===== config.mk =====
export PLATFORM = sky130hd
export DESIGN_NAME = alu_seq_driver
export DESIGN_NICKNAME = d
export VERILOG_FILES = /design/src/rtl/alu_seq_pkg.sv /design/src/rtl/alu_seq_driver.sv
export SDC_FILE = /design/constraint.sdc
export NUM_CORES = 1
export LEC_CHECK = 0
export BUFFER_PORTS_ARGS = -buffer_cell sky130_fd_sc_hd__clkbuf_2
export CAP_MARGIN = 20
export CORE_MARGIN = 2
export CORE_UTILIZATION = 30
export DETAILED_ROUTE_END_ITERATION = 8
export PLACE_DENSITY = 0.59
export SLEW_MARGIN = 10
export SYNTH_ARGS = -nofsm -noshare
export SYNTH_HDL_FRONTEND = slang
export SYNTH_SLANG_ARGS = --single-unit

===== constraint.sdc =====
create_clock -name clk -period 4.8 [get_ports clk]
set_clock_uncertainty 0.1 [all_clocks]
set_input_delay 1.2 -clock clk [delete_from_list [all_inputs] [get_ports clk]]
set_output_delay 1.2 -clock clk [all_outputs]
set_load 0.01 [all_outputs]

===== src/rtl/alu_seq_pkg.sv =====
// Shared definitions for the nibble-serial sequential ALU: opcodes, flag bit
// positions and the host-side driver state encoding.
package alu_seq_pkg;

  localparam logic [3:0] OP_ADD  = 4'd0;
  localparam logic [3:0] OP_SUB  = 4'd1;
  localparam logic [3:0] OP_AND  = 4'd2;
  localparam logic [3:0] OP_OR   = 4'd3;
  localparam logic [3:0] OP_NOT  = 4'd4;
  localparam logic [3:0] OP_NAND = 4'd5;
  localparam logic [3:0] OP_NOR  = 4'd6;
  localparam logic [3:0] OP_ROL  = 4'd7;
  localparam logic [3:0] OP_ROR  = 4'd8;
  localparam logic [3:0] OP_SWAP = 4'd9;
  localparam logic [3:0] OP_CMP  = 4'd10;

  // Bit positions within the ALU flag nibble.
  localparam int unsigned DONE  = 0;
  localparam int unsigned CARRY = 1;
  localparam int unsigned ZERO  = 2;
  localparam int unsigned SIGN  = 3;

  typedef enum logic [2:0] {
    StResync,
    StIdle,
    StSendOp1,
    StSendOp2,
    StSendOpc,
    StSendExec,
    StWaitDone,
    StResp
  } drv_state_e;

endpackage


===== src/rtl/alu_seq_driver.sv =====
// Host-side initiator for the nibble-serial ALU: serialises one request, waits
// for done (or times out and resyncs the ALU) and returns the captured result.
module alu_seq_driver
  import alu_seq_pkg::*;
#(
  parameter int unsigned TIMEOUT_CYCLES = 8
) (
  input  logic       clk,
  input  logic       reset,
  input  logic       req_valid,
  output logic       req_ready,
  input  logic [3:0] req_op1,
  input  logic [3:0] req_op2,
  input  logic [3:0] req_opcode,
  output logic       rsp_valid,
  input  logic       rsp_ready,
  output logic [3:0] rsp_result,
  output logic [2:0] rsp_flags,
  output logic       rsp_timeout,
  output logic [3:0] alu_data,
  output logic       alu_enable,
  output logic       alu_rst,
  input  logic [3:0] alu_result,
  input  logic [3:0] alu_flags,
  output logic       busy
);

  localparam logic [7:0] TimeoutLast = 8'(TIMEOUT_CYCLES - 1);

  drv_state_e state_q, state_d;
  logic [3:0] op1_q, op1_d;
  logic [3:0] op2_q, op2_d;
  logic [3:0] opc_q, opc_d;
  logic [7:0] cnt_q, cnt_d;
  logic [3:0] result_d;
  logic [2:0] flags_d;
  logic       timeout_d;
  logic [3:0] alu_data_d;

  always_comb begin
    state_d   = state_q;
    op1_d     = op1_q;
    op2_d     = op2_q;
    opc_d     = opc_q;
    cnt_d     = cnt_q;
    result_d  = rsp_result;
    flags_d   = rsp_flags;
    timeout_d = rsp_timeout;

    unique case (state_q)
      StResync:   state_d = StIdle;
      StIdle: begin
        if (req_valid) begin
          op1_d   = req_op1;
          op2_d   = req_op2;
          opc_d   = req_opcode;
          state_d = StSendOp1;
        end
      end
      StSendOp1:  state_d = StSendOp2;
      StSendOp2:  state_d = StSendOpc;
      StSendOpc:  state_d = StSendExec;
      StSendExec: begin
        cnt_d   = 8'd0;
        state_d = StWaitDone;
      end
      StWaitDone: begin
        // A fresh done always wins over an expiring timeout in the same cycle.
        if (alu_flags[DONE]) begin
          result_d  = alu_result;
          flags_d   = alu_flags[SIGN:CARRY];
          timeout_d = 1'b0;
          state_d   = StResp;
        end else if (cnt_q == TimeoutLast) begin
          result_d  = 4'd0;
          flags_d   = 3'd0;
          timeout_d = 1'b1;
          state_d   = StResp;
        end else begin
          cnt_d = cnt_q + 8'd1;
        end
      end
      StResp: begin
        if (rsp_ready) begin
          state_d = rsp_timeout ? StResync : StIdle;
        end
      end
      default:    state_d = StResync;
    endcase

    case (state_d)
      StSendOp1: alu_data_d = op1_d;
      StSendOp2: alu_data_d = op2_q;
      StSendOpc: alu_data_d = opc_q;
      default:   alu_data_d = 4'd0;
    endcase
  end

  // Outputs are registered from the next state so they line up with state_q.
  always_ff @(posedge clk) begin
    if (reset) begin
      state_q     <= StResync;
      op1_q       <= 4'd0;
      op2_q       <= 4'd0;
      opc_q       <= 4'd0;
      cnt_q       <= 8'd0;
      alu_rst     <= 1'b1;
      alu_enable  <= 1'b0;
      alu_data    <= 4'd0;
      req_ready   <= 1'b0;
      rsp_valid   <= 1'b0;
      rsp_result  <= 4'd0;
      rsp_flags   <= 3'd0;
      rsp_timeout <= 1'b0;
      busy        <= 1'b1;
    end else begin
      state_q     <= state_d;
      op1_q       <= op1_d;
      op2_q       <= op2_d;
      opc_q       <= opc_d;
      cnt_q       <= cnt_d;
      alu_rst     <= (state_d == StResync);
      alu_enable  <= (state_d inside {StSendOp1, StSendOp2, StSendOpc, StSendExec});
      alu_data    <= alu_data_d;
      req_ready   <= (state_d == StIdle);
      rsp_valid   <= (state_d == StResp);
      rsp_result  <= result_d;
      rsp_flags   <= flags_d;
      rsp_timeout <= timeout_d;
      busy        <= (state_d != StIdle);
    end
  end

endmodule


# == After elaboration in Yosys (flattened, before gate mapping) ==
# Index checks and enable logic that the tools add are counted.
# classes
n_addsub,1
eq_ne,17
mux,18
n_reduce_logical,8
# op_table
op,n
3-bit one-hot mux with 8 select lines,1
"3-bit == test, second input constant",7
3-bit 2-to-1 mux,6
4-bit 2-to-1 mux,4
8-bit 2-to-1 mux,2
8-bit one-hot mux with 2 select lines,1
"3-bit by 2-bit == test with 1-bit output, second input constant",4
4-bit one-hot mux with 3 select lines,1
"8-bit by 1-bit adder with 8-bit output, second input constant",1
"8-bit by 3-bit == test with 1-bit output, second input constant",1
"3-bit by 1-bit == test with 1-bit output, second input constant",2
3-bit zero test,2
"2-bit inequality test, second input constant",2
2-bit AND reduction,2
2-bit nonzero test,2
4-bit nonzero test,1
1-bit 2-to-1 mux,3
"3-bit by 1-bit inequality test with 1-bit output, second input constant",1
3-bit AND reduction,1
# word_totals
reg_bits,40
inputBits,24
out_inout_bits,17

# == Longest topological paths before layout ==
# Gate-level depths: netlist (run 1).
# logic_depth
word_depth,6
depth_mapped,7
ltp_nobuf,7

# == Least setup slack after synthesis (run 1) ==
# Ideal clock, no wire load.
# synth_path
kind,input-to-reg
from,in alu_flags[0]
to,reg cnt_q[5]
setup_ns,0.070
t_arrival_ns,2.116
required_ns,4.630
path_slack_ns,2.514
path_stages,4
n_path_buf,0
path_cell_list,a2111oi_4 -> o21ai_2 -> or3_1 -> a21oi_1
# synth_between
elab_chain_len,2
# synth_rtl
item,line,rtl
start: declaration,alu_seq_driver.sv:24,"input logic [3:0] alu_flags,"
2-bit inequality test (no line),-,
3-bit AND reduction (no line),-,
end signal: assignment,alu_seq_driver.sv:121,cnt_q <= cnt_d;
end: declaration,alu_seq_driver.sv:34,"logic [7:0] cnt_q, cnt_d;"
# No other way between the ends.
# A chain may end at the register's enable or synchronous reset.

# == Final worst setup path (run 1) ==
# layout_path
from,in req_valid
to,reg opc_q[2]
# layout_between
elab_chain_len,1
# layout_rtl
item,line,rtl
start: declaration,alu_seq_driver.sv:10,"input logic req_valid,"
2-bit AND reduction (no line),-,
end signal: assignment,alu_seq_driver.sv:120,opc_q <= opc_d;
end: declaration,alu_seq_driver.sv:33,"logic [3:0] opc_q, opc_d;"
# No other way between the ends.

==> results of run 1 <==
==> report_power, final <==
group          internal [W]  switching, W   total, W
logic             0.0000261     0.0000354  0.0000615
clock network     0.0000985      0.000100   0.000199
registers          0.000311     0.0000131   0.000324
==> sequential cells by signal, indices dropped and copies added, names as in the netlist <==
register     cells
busy             1
rsp_timeout      1
op2_q            4
req_ready        1
opc_q            4
alu_enable       1
rsp_flags        3
alu_rst          1
state_q          3
cnt_q            8
rsp_result       4
rsp_valid        1
alu_data         4
==> area by class of cell <==
cell class                 instances  area (um^2)  area share, %
tap                               67        83.83          4.602
clock inverter                     1        5.005         0.2747
sequential                        36        720.7          39.56
timing repair buffer              40        200.2          10.99
inverter                           3        11.26         0.6181
clock buffer                       6        72.57          3.984
multi-input combinational        119        728.2          39.97
==> path summary, 6_finish.rpt <==
check	start	end	slack, ns	depth (start not counted)
max	req_valid	opc_q[2]	2.43	5
min	op2_q[0]	op2_q[0]	0.35	2
max reg2reg	state_q[0]	opc_q[2]	2.63	4
min reg2reg	op2_q[0]	op2_q[0]	0.35	2
==> kinds of logic after synthesis <==
kind of cell	count (synthesis)
simple gates	65
flops	36
compound gates	43
buf+inv	15
mux	4
fa+ha+maj	1
xor+xnor	6
==> through the flow <==
step	total power (W)	util, %	std cells
6_report	0.0005839	38.07	272
5_1_grt	0.0006156	38.07	272
4_1_cts	0.0005932	38.07	272
3_5_place_dp	0.0003927	36.44	265
3_3_place_gp	0.0003932	36.44	265
2_1_floorplan	0.0003692	-	170
==> routing by layer <==
metal / GRT usage (%) / share of wire (%)
met1: 15.83 / 49
met2: 18.13 / 42
met3: 4.552 / 7.8
met4: 3.571 / 0.83
met5: 0 / 0
==> worst reg2reg max path, cell delays in order (launching register included) <==
cell	delay, ns
dfxtp_1	0.78
nand2_1	0.21
nor3_1	0.73
nand2_1	0.14
a21oi_1	0.14
==> cells in the final DEF, fill, tap and decap left out, drive strengths merged <==
cell type  Yosys  layout
nor3           8       8
a31oi          1       1
nand3          4       4
nand2         20      20
and4bb         1       1
and4           2       2
and2           1       1
clkbuf         8      46
nor2          21      21
mux2i          4       4
xor2           6       6
a21o           3       3
inv            3       3
nand2b         2       2
nor2b          2       2
and3           2       2
o21ai          6       6
clkinv         0       1
a211oi         3       3
a41oi          4       4
a2111oi        1       1
a22o           7       7
or3            1       1
nand4          1       1
dfxtp         36      36
a21oi         13      13
a32oi          1       1
o21a           2       2
ha             1       1
o211ai         2       2
==> flow_summary.rst, run 1 <==
.. list-table::
   :header-rows: 1

   * - Metric
     - Value
   * - Area share of the leading cell type in the synthesized netlist
     - 47.76%
   * - Sequential cell area fraction in the yosys report
     - 47.76%
   * - Count of hold buffers inserted by post-cts repair
     - 0
   * - Most instantiated flip-flop cell in the synthesis netlist
     - dfxtp_1
   * - Crit share post-route
     - 49.35%
   * - Worst Hold Margin
     - 0.3528 ns
   * - Critical path fanouts, max
     - 8
   * - Post-synthesis sequential element count
     - 36
   * - Synth-to-layout area growth
     - 20.73%
   * - Mux share of post-synthesis cell area
     - 2.653%
   * - Cell occurring most often along the worst timing path
     - nand2_1
   * - Die Footprint
     - 5613 um^2
   * - Fmax
     - 0.4221 GHz
   * - Minimum period implied by the final worst setup slack
     - 2.369 ns
   * - Kind of capture point of the worst setup path
     - flop
   * - Post-layout instance area
     - 1822 um^2
   * - Maximum count of clock buffers along a single path
     - 2
   * - Detailed router's first-iteration violation count
     - 57
   * - CTS tree
     - done
   * - Overall die height
     - 74.92 um
   * - Synth cell types
     - 34
   * - Slowest-stage cell, CP
     - nor3_1
   * - Largest stage delay, worst path
     - 0.73 ns
   * - Data required time at the worst endpoint
     - 4.91 ns
   * - Clock-pin slew on the worst setup and hold paths
     - 0.06 ns
   * - Synthesized-area fraction occupied by and/or/nand/nor cells
     - 20.56%
   * - Layout fillers
     - 524
   * - FP Rows
     - 25
   * - Estimated wirelength of the detail-placed design
     - 2224 um
   * - CP arrival
     - 2.48 ns
   * - Count of buffers inserted at the top-level ports
     - 40
   * - Ratio of routed vias to standard cells
     - 4.713
   * - Die Wd
     - 74.92 um
   * - Final ANT Viol Nets
     - 0
   * - Number of remaining DRC errors
     - 0
   * - Proportion of layout cells with a drive suffix above 1
     - 24.88%
   * - Number of slew-limit violations in the final report
     - 0
   * - Final TNS setup
     - 0 ns
   * - Post-synthesis area per instance
     - 8.876 um^2
   * - XOR/XNOR Fraction of Synth Area
     - 3.483%
   * - Total global-route track usage
     - 11.95%
   * - Largest family of logic cells by synthesized area
     - compound AO/OA/AOI/OAI gates
   * - Post-CTS repair timing setup buffer count
     - 0
   * - Clk_lat worst skew
     - 0.28 ns
   * - Number of antenna violations at the first check in global routing
     - 0
   * - Worst Path Buf+Inv
     - 1
   * - Pwr dens
     - 320.5 nW/um^2
   * - Hold violation count in the final report
     - 0
   * - Least setup slack across all paths after layout
     - 2.431 ns
   * - Mapped Cells
     - 170
   * - Synth Warn #
     - 0
   * - N_diodes
     - 0
   * - Vias in the first global route
     - 1192
   * - Inserted Clock Buffers
     - 5
   * - Transition time at the pin with the least slew margin
     - 0.8854 ns
   * - Number of enable-type register cells in the synthesized netlist
     - 0
   * - Leakage
     - 0.7418 nW
   * - Cell types with the largest area share after synthesis
     - dfxtp_1 48%, nor2_1 5.2%, nand2_1 5.0%
   * - Buffer type at the clock tree root
     - clkbuf_8
   * - Worst hold-check path type
     - reg -> reg
   * - Ordered list of cells on the worst path
     - clkbuf_2 -> nand2_1 -> nor3_1 -> nand2_1 -> a21oi_1
   * - Commonest cells in the netlist
     - 36 x dfxtp_1, 21 x nor2_1, 20 x nand2_1
   * - Unrepaired setup endpoints after global routing
     - false
   * - Post-Syn Nets
     - 195
   * - Vias
     - 1282
   * - Placement Setup Slack
     - 2.137 ns
   * - Placeable Area
     - 4786 um^2
   * - # setup viols final
     - 0
   * - Path type of the worst setup path
     - in -> reg
   * - Number of clock sinks seen by CTS
     - 36
   * - Final global-route overflow total
     - 0
   * - Adder and majority cell fraction of the synthesized area
     - 0.8292%
   * - CTS HTree Levels
     - 2
   * - Post-placement cell area
     - 1744 um^2
   * - Number of nets in the layout
     - 230
   * - Boundary pin count
     - 41
   * - Largest delay contributor family on the critical path
     - simple AND/OR/NAND/NOR gates
   * - Library cell occupying the most area in the post-synthesis netlist
     - dfxtp_1
   * - WL/cell
     - 11.56 um
   * - Relative slew slack
     - 40.52%
   * - Count leader, synth
     - dfxtp_1
   * - Final weighted congestion in routability-driven placement
     - 0.7648
   * - Complex-gate fraction of the synthesized area
     - 20.73%
   * - Iteration count of the initial detailed-routing pass
     - 4
   * - Max-cap violation count
     - 0
   * - Share of async-settable or async-resettable flops after synthesis
     - 0%
   * - Global-route wire length before repair
     - 5195 um
   * - Worst IR drop on VDD
     - 0.1662 mV
   * - Critical path startpoint category
     - primary input
   * - Result of the run
     - complete, no violations
   * - Largest net degree at the start of global routing
     - 23
   * - Resize count post-CTS
     - 0
   * - Mapped Area
     - 1509 um^2
   * - Initial Util
     - 31.53%
   * - Drt total wl
     - 3145 um
No activity file was read; power rests on OpenSTA's default activity.
==> inputs of run 2 (changes only) <==
clock period = 2.4 ns   (was 4.8 ns; I/O delays follow)
==> run 2 against run 1 <==
  * Setup slack got worse by 2.0 ns
  * Highest routed layer unchanged
  * Register-to-register slack got worse by 2.2 ns
  * Largest power group unchanged
  * Utilization rose by 0.73 points
  * Non-clock buffer count rose by 3
  * Clock power rose by 120%
  * Critical path depth rose by 1
  * Via count fell by 0.70%
  * Routed wire length fell by 1.9%
  * Hold slack improved by 0.0010 ns
  * Cell area rose by 1.9%
  * Combinational power rose by 120%
==> flow_summary.rst, run 2 (synthesis gave the netlist of run 1 again) <==
.. list-table::
   :header-rows: 1

   * - Metric
     - Value
   * - Largest stage delay, worst path
     - 0.44 ns
   * - Worst Hold Margin
     - 0.3538 ns
   * - Number of slew-limit violations in the final report
     - 0
   * - N_diodes
     - 0
   * - Critical path startpoint category
     - flop
   * - Least setup slack across all paths after layout
     - 0.3856 ns
   * - Commonest non-fill, non-tap cell in the layout
     - clkbuf_2
   * - Number of clock sinks seen by CTS
     - 36
   * - Die Footprint
     - 5613 um^2
   * - CTS tree
     - done
   * - Crit share post-route
     - 83.93%
   * - Die Wd
     - 74.92 um
   * - FF-to-FF Start
     - cnt_q[0]
   * - Post-CTS repair timing setup buffer count
     - 0
   * - Worst hold-check path type
     - reg -> reg
   * - Kind of capture point of the worst setup path
     - flop
   * - Initial Util
     - 31.53%
   * - Proportion of layout cells with a drive suffix above 1
     - 25.84%
   * - Final core utilization
     - 38.80%
   * - Ordered list of cells on the worst path
     - ha_1 -> and4bb_4 -> a2111oi_4 -> o21ai_2 -> or3_1 -> a21oi_1
   * - CP arrival
     - 2.13 ns
   * - Register-to-Register Path Depth
     - 6
   * - Fmax
     - 0.4964 GHz
   * - Path type of the worst setup path
     - reg -> reg
   * - Detailed router's first-iteration violation count
     - 59
   * - Boundary pin count
     - 41
   * - Drt total wl
     - 3084 um
   * - Layout fillers
     - 496
   * - Post-layout instance area
     - 1857 um^2
   * - Overall die height
     - 74.92 um
   * - Critical path fanouts, max
     - 6
   * - Estimated wirelength of the detail-placed design
     - 2267 um
   * - Clk_lat worst skew
     - 0.28 ns
   * - Largest net degree at the start of global routing
     - 23
   * - Number of remaining DRC errors
     - 0
   * - Vias
     - 1273
   * - Placement Setup Slack
     - 0.4109 ns
   * - Transition time at the pin with the least slew margin
     - 0.5252 ns
   * - Maximum count of clock buffers along a single path
     - 2
   * - Total global-route track usage
     - 11.93%
   * - Final weighted congestion in routability-driven placement
     - 0.8047
   * - Max-cap violation count
     - 0
   * - Number of antenna violations at the first check in global routing
     - 0
   * - Worst IR drop on VDD
     - 0.2258 mV
   * - Result of the run
     - complete, no violations
   * - Hold violation count in the final report
     - 0
   * - Hold path endpoint
     - op2_q[3]
   * - Number of nets in the layout
     - 233
   * - # setup viols final
     - 0
   * - Clock-pin slew on the worst setup and hold paths
     - 0.07 ns
   * - Worst hold path depth
     - 2
   * - Pwr dens
     - 647.7 nW/um^2
   * - Ratio of routed vias to standard cells
     - 4.612
   * - Final global-route overflow total
     - 0
   * - Unrepaired setup endpoints after global routing
     - false
   * - Count of hold buffers inserted by post-cts repair
     - 0
   * - Data required time at the worst endpoint
     - 2.52 ns
   * - Synth-to-layout area growth
     - 23.05%
   * - WL/cell
     - 11.17 um
   * - Final ANT Viol Nets
     - 0
   * - FP Rows
     - 25
   * - Capturing point of the worst reg2reg path
     - cnt_q[5]
   * - Buffer type at the clock tree root
     - clkbuf_8
   * - CTS HTree Levels
     - 2
   * - Placeable Area
     - 4786 um^2
   * - Minimum period implied by the final worst setup slack
     - 2.014 ns
   * - Resize count post-CTS
     - 0
   * - Post-placement cell area
     - 1767 um^2
   * - Register with the highest flop count
     - cnt_q
   * - Vias in the first global route
     - 1161
   * - Iteration count of the initial detailed-routing pass
     - 4
   * - Leakage
     - 0.7618 nW
   * - Slowest-stage cell, CP
     - a2111oi_4
   * - Final TNS setup
     - 0 ns
   * - Inserted Clock Buffers
     - 5
   * - Max FFs per register
     - 8
   * - Global-route wire length before repair
     - 5181 um
   * - Most used cells in the layout excluding fill and tap cells
     - 40 x clkbuf_2, 36 x dfxtp_1, 21 x nor2_1
   * - Startpoint of the lowest-slack hold path
     - op2_q[3]
   * - Reg2reg setup slack
     - 0.39 ns
   * - Count of buffers inserted at the top-level ports
     - 40
   * - Relative slew slack
     - 64.92%
[run 2: per-stage QoR]
stage	std cells	total power [W]
floorplan	170	0.0007384
global route	276	0.001270
finish	276	0.001203
global placement	268	0.0007901
detailed placement	268	0.0007894
CTS	276	0.001226
[run 2: report_power, final]
group	internal [W]	total [W]	switching (W)
registers	0.000622	0.000639	0.0000168
clock network	0.000234	0.000428	0.000195
logic	0.0000568	0.000136	0.0000789
total	0.000912	0.00120	0.000290
[run 2: cell type report]
class | count | area, um^2 | share of cell area [%]
multi-input cells | 119 | 728.2 | 39.22
inverters | 3 | 11.26 | 0.6065
flip-flops and latches | 36 | 720.7 | 38.81
repair buffers | 43 | 222.7 | 11.99
clock buffers | 8 | 90.09 | 4.852
well taps | 67 | 83.83 | 4.515
[run 2: worst max-delay path by stage]
stage               startpoint       endpoint  slack (ns)  depth (start not counted)
finish                cnt_q[0]       cnt_q[5]        0.39                          6
global route        state_q[1]       cnt_q[5]        0.24                          5
CTS                   cnt_q[0]       cnt_q[5]        0.39                          6
detailed placement    cnt_q[0]       cnt_q[5]        0.41                          6
global placement      cnt_q[0]  rsp_result[2]        0.43                          6
floorplan             cnt_q[0]       cnt_q[5]        0.54                          6
[run 2: worst max-delay path, delay by kind of cell, from the launching register on]
kind	cells	cell delay, ns
adders and majority gates	1	0.24
AOI/OAI and AO/OA	3	0.72
and+or+nand+nor	2	0.54
DFF	1	0.34
[run 2: routing by layer]
layer	GRT usage, %	vias to the layer above	wire length (um)
li1	-	671	-
met1	15.59	562	1516
met2	18.13	34	1314
met3	4.418	6	209
met4	4.167	0	44
met5	0	-	0
==> inputs of run 3 (changes only) <==
clock period = 1.9 ns   (was 2.4 ns; I/O delays follow)
==> run 3 against run 2 <==
  * Non-clock buffer count rose by 12
  * Sequential cell count stayed put
  * Sequential power increased by 25%
  * Combinational power up 43%
  * Largest cell class unchanged
  * Global-route usage increased by 1.3 points
  * Setup slack got worse by 0.35 ns
==> flow_summary.rst, run 3 (synthesis gave the netlist of run 1 again) <==
.. list-table::
   :header-rows: 1

   * - Metric
     - Value
   * - Result of the run
     - complete, no violations
   * - Worst hold-check path type
     - in -> reg
   * - Number of clock sinks seen by CTS
     - 36
   * - Worst hold path depth
     - 2
   * - Commonest non-fill, non-tap cell in the layout
     - clkbuf_2
   * - Number of antenna violations at the first check in global routing
     - 0
   * - Data required time at the worst endpoint
     - 1.98 ns
   * - Ratio of routed vias to standard cells
     - 4.608
   * - Synth-to-layout area growth
     - 30.51%
   * - Total global-route track usage
     - 13.18%
   * - CTS HTree Levels
     - 2
   * - FP Rows
     - 25
   * - Number of nets in the layout
     - 245
   * - Crit share post-route
     - 98.34%
   * - WL/cell
     - 11.86 um
   * - Proportion of layout cells with a drive suffix above 1
     - 31.67%
   * - Met2 usage
     - 19.01%
   * - Source of the critical timing path
     - cnt_q[1]
   * - Largest stage delay, worst path
     - 0.42 ns
   * - Largest net degree at the start of global routing
     - 17
   * - N_diodes
     - 0
   * - Relative slew slack
     - 70.49%
   * - Worst IR drop on VDD
     - 0.3701 mV
   * - Net switching power of the design
     - 0.0003867 W
   * - Detailed router's first-iteration violation count
     - 84
   * - Worst Hold Margin
     - 0.3001 ns
   * - FF-to-FF Start
     - cnt_q[1]
   * - Critical path startpoint category
     - flop
   * - Estimated wirelength of the detail-placed design
     - 2465 um
   * - CP arrival
     - 1.95 ns
   * - Final core utilization
     - 41.15%
   * - Ordered list of cells on the worst path
     - ha_4 -> and4bb_4 -> a2111oi_4 -> buf_4 -> o211ai_1 -> xor2_1 -> nor2_1
   * - Switching portion of total power
     - 24.95%
   * - Unrepaired setup endpoints after global routing
     - true
   * - Vias in the first global route
     - 1182
   * - Maximum count of clock buffers along a single path
     - 2
   * - Placement Setup Slack
     - 0.07515 ns
   * - Vias
     - 1327
   * - Max FFs per register
     - 8
   * - Count of hold buffers inserted by post-cts repair
     - 0
   * - Proportion of power drawn by combinational gates
     - 12.6%
   * - Power share of the sequential group
     - 51.6%
   * - Pwr dens
     - 787.1 nW/um^2
   * - Global-route wire length before repair
     - 5437 um
   * - Register-to-Register Path Depth
     - 7
   * - Minimum period implied by the final worst setup slack
     - 1.868 ns
   * - Iteration count of the initial detailed-routing pass
     - 4
   * - Buffer type at the clock tree root
     - clkbuf_8
   * - Fraction of power consumed by the clock network
     - 35.8%
   * - GR Layer Usage met1
     - 17.24%
   * - Die Wd
     - 74.92 um
   * - Clk_lat worst skew
     - 0.29 ns
   * - Leakage
     - 0.8295 nW
   * - Count of buffers inserted at the top-level ports
     - 40
   * - Fraction of met3 tracks used by global routing
     - 5.756%
   * - Number of slew-limit violations in the final report
     - 0
   * - Max-cap violation count
     - 0
   * - Slowest-stage cell, CP
     - a2111oi_4
   * - Transition time at the pin with the least slew margin
     - 0.4411 ns
   * - Kind of capture point of the worst setup path
     - flop
   * - Final global-route overflow total
     - 0
   * - Boundary pin count
     - 41
   * - Critical path fanouts, max
     - 4
   * - Least setup slack across all paths after layout
     - 0.03157 ns
   * - # setup viols final
     - 0
   * - Capturing point of the worst reg2reg path
     - cnt_q[7]
   * - Initial Util
     - 31.53%
   * - Overall die height
     - 74.92 um
   * - Placeable Area
     - 4786 um^2
   * - Final weighted congestion in routability-driven placement
     - 0.7684
   * - Busiest layer in global routing
     - met2
   * - Fmax
     - 0.5352 GHz
   * - Inserted Clock Buffers
     - 5
   * - Most used cells in the layout excluding fill and tap cells
     - 40 x clkbuf_2, 34 x dfxtp_1, 21 x nor2_1
   * - Worst setup path end
     - cnt_q[7]
   * - Path type of the worst setup path
     - reg -> reg
   * - Number of remaining DRC errors
     - 0
   * - Die Footprint
     - 5613 um^2
   * - Reg2reg setup slack
     - 0.03 ns
   * - Register with the highest flop count
     - cnt_q
   * - Drt total wl
     - 3416 um
   * - Internal Pwr Total
     - 0.001163 W
   * - Clock-pin slew on the worst setup and hold paths
     - 0.07 ns
   * - Final ANT Viol Nets
     - 0
   * - CTS tree
     - done
   * - Hold violation count in the final report
     - 0
[run 3: cell count changes in the layout (fill, tap and decap cells not counted)]
cell,change
nor2b_1,-1
buf_4,+12
dfxtp_1,-2
ha_4,+1
dfxtp_2,+2
ha_1,-1
nor2b_4,+1
[run 3: how the worst min path moves through the flow]
stage,slack [ns],to,from
after global placement,0.34,opc_q[1],opc_q[1]
after floorplan,0.34,op2_q[0],op2_q[0]
after global routing,0.29,opc_q[0],req_opcode[0]
after detailed placement,0.35,opc_q[2],opc_q[2]
final,0.30,rsp_result[0],alu_result[0]
after CTS,0.29,rsp_result[0],alu_result[0]
[run 3: final cells by class]
cell class	instances	area, um^2
clock buffer	8	90.09
fill	508	2816
inverter	3	11.26
multi-input combinational	119	748.2
sequential	36	723.2
tap	67	83.83
timing repair buffer	55	312.8
[run 3: through the flow]
| step | setup TNS [ns] | instance area (um^2) | power [W] | std cells |
|---|---|---|---|---|
| global route | -0.2078 | 1969 | 0.001641 | 288 |
| CTS | 0 | 1939 | 0.001577 | 287 |
| finish | 0 | 1969 | 0.001550 | 288 |
| global placement | 0 | 1849 | 0.001010 | 279 |
| detailed placement | 0 | 1849 | 0.001011 | 279 |
| floorplan | 0 | 1509 | 0.0009327 | 170 |
[run 3: what timing repair did]
| action | in CTS | in global routing |
|---|---|---|
| buffers inserted | 0 | 1 |
| setup endpoints to repair | 0 | 12 |
| resized for setup | 0 | 6 |
[run 3: power by group through the flow]
| stage | clock network [W] | registers, W | logic, W |
|---|---|---|---|
| global placement | 0 | 0.000816 | 0.000194 |
| detailed placement | 0 | 0.000817 | 0.000194 |
| global route | 0.000617 | 0.000802 | 0.000221 |
| finish | 0.000555 | 0.000800 | 0.000195 |
| CTS | 0.000581 | 0.000800 | 0.000196 |
| floorplan | 0 | 0.000819 | 0.000113 |
[run 3: per-layer routing]
metal / part of all wire [%] / vias to the layer above
li1: - / 696
met1: 48 / 587
met2: 43 / 38
met3: 7.3 / 6
met4: 1.7 / 0
met5: 0 / -
[run 3: critical path, delay by kind of cell (launching register included)]
kind,cells,cell delay (ns)
AO/OA/AOI/OAI,2,0.51
XOR/XNOR,1,0.19
adder cells (fa/ha/maj),1,0.16
buffers and inverters,1,0.20
flip-flops,1,0.34
AND/OR/NAND/NOR,2,0.26
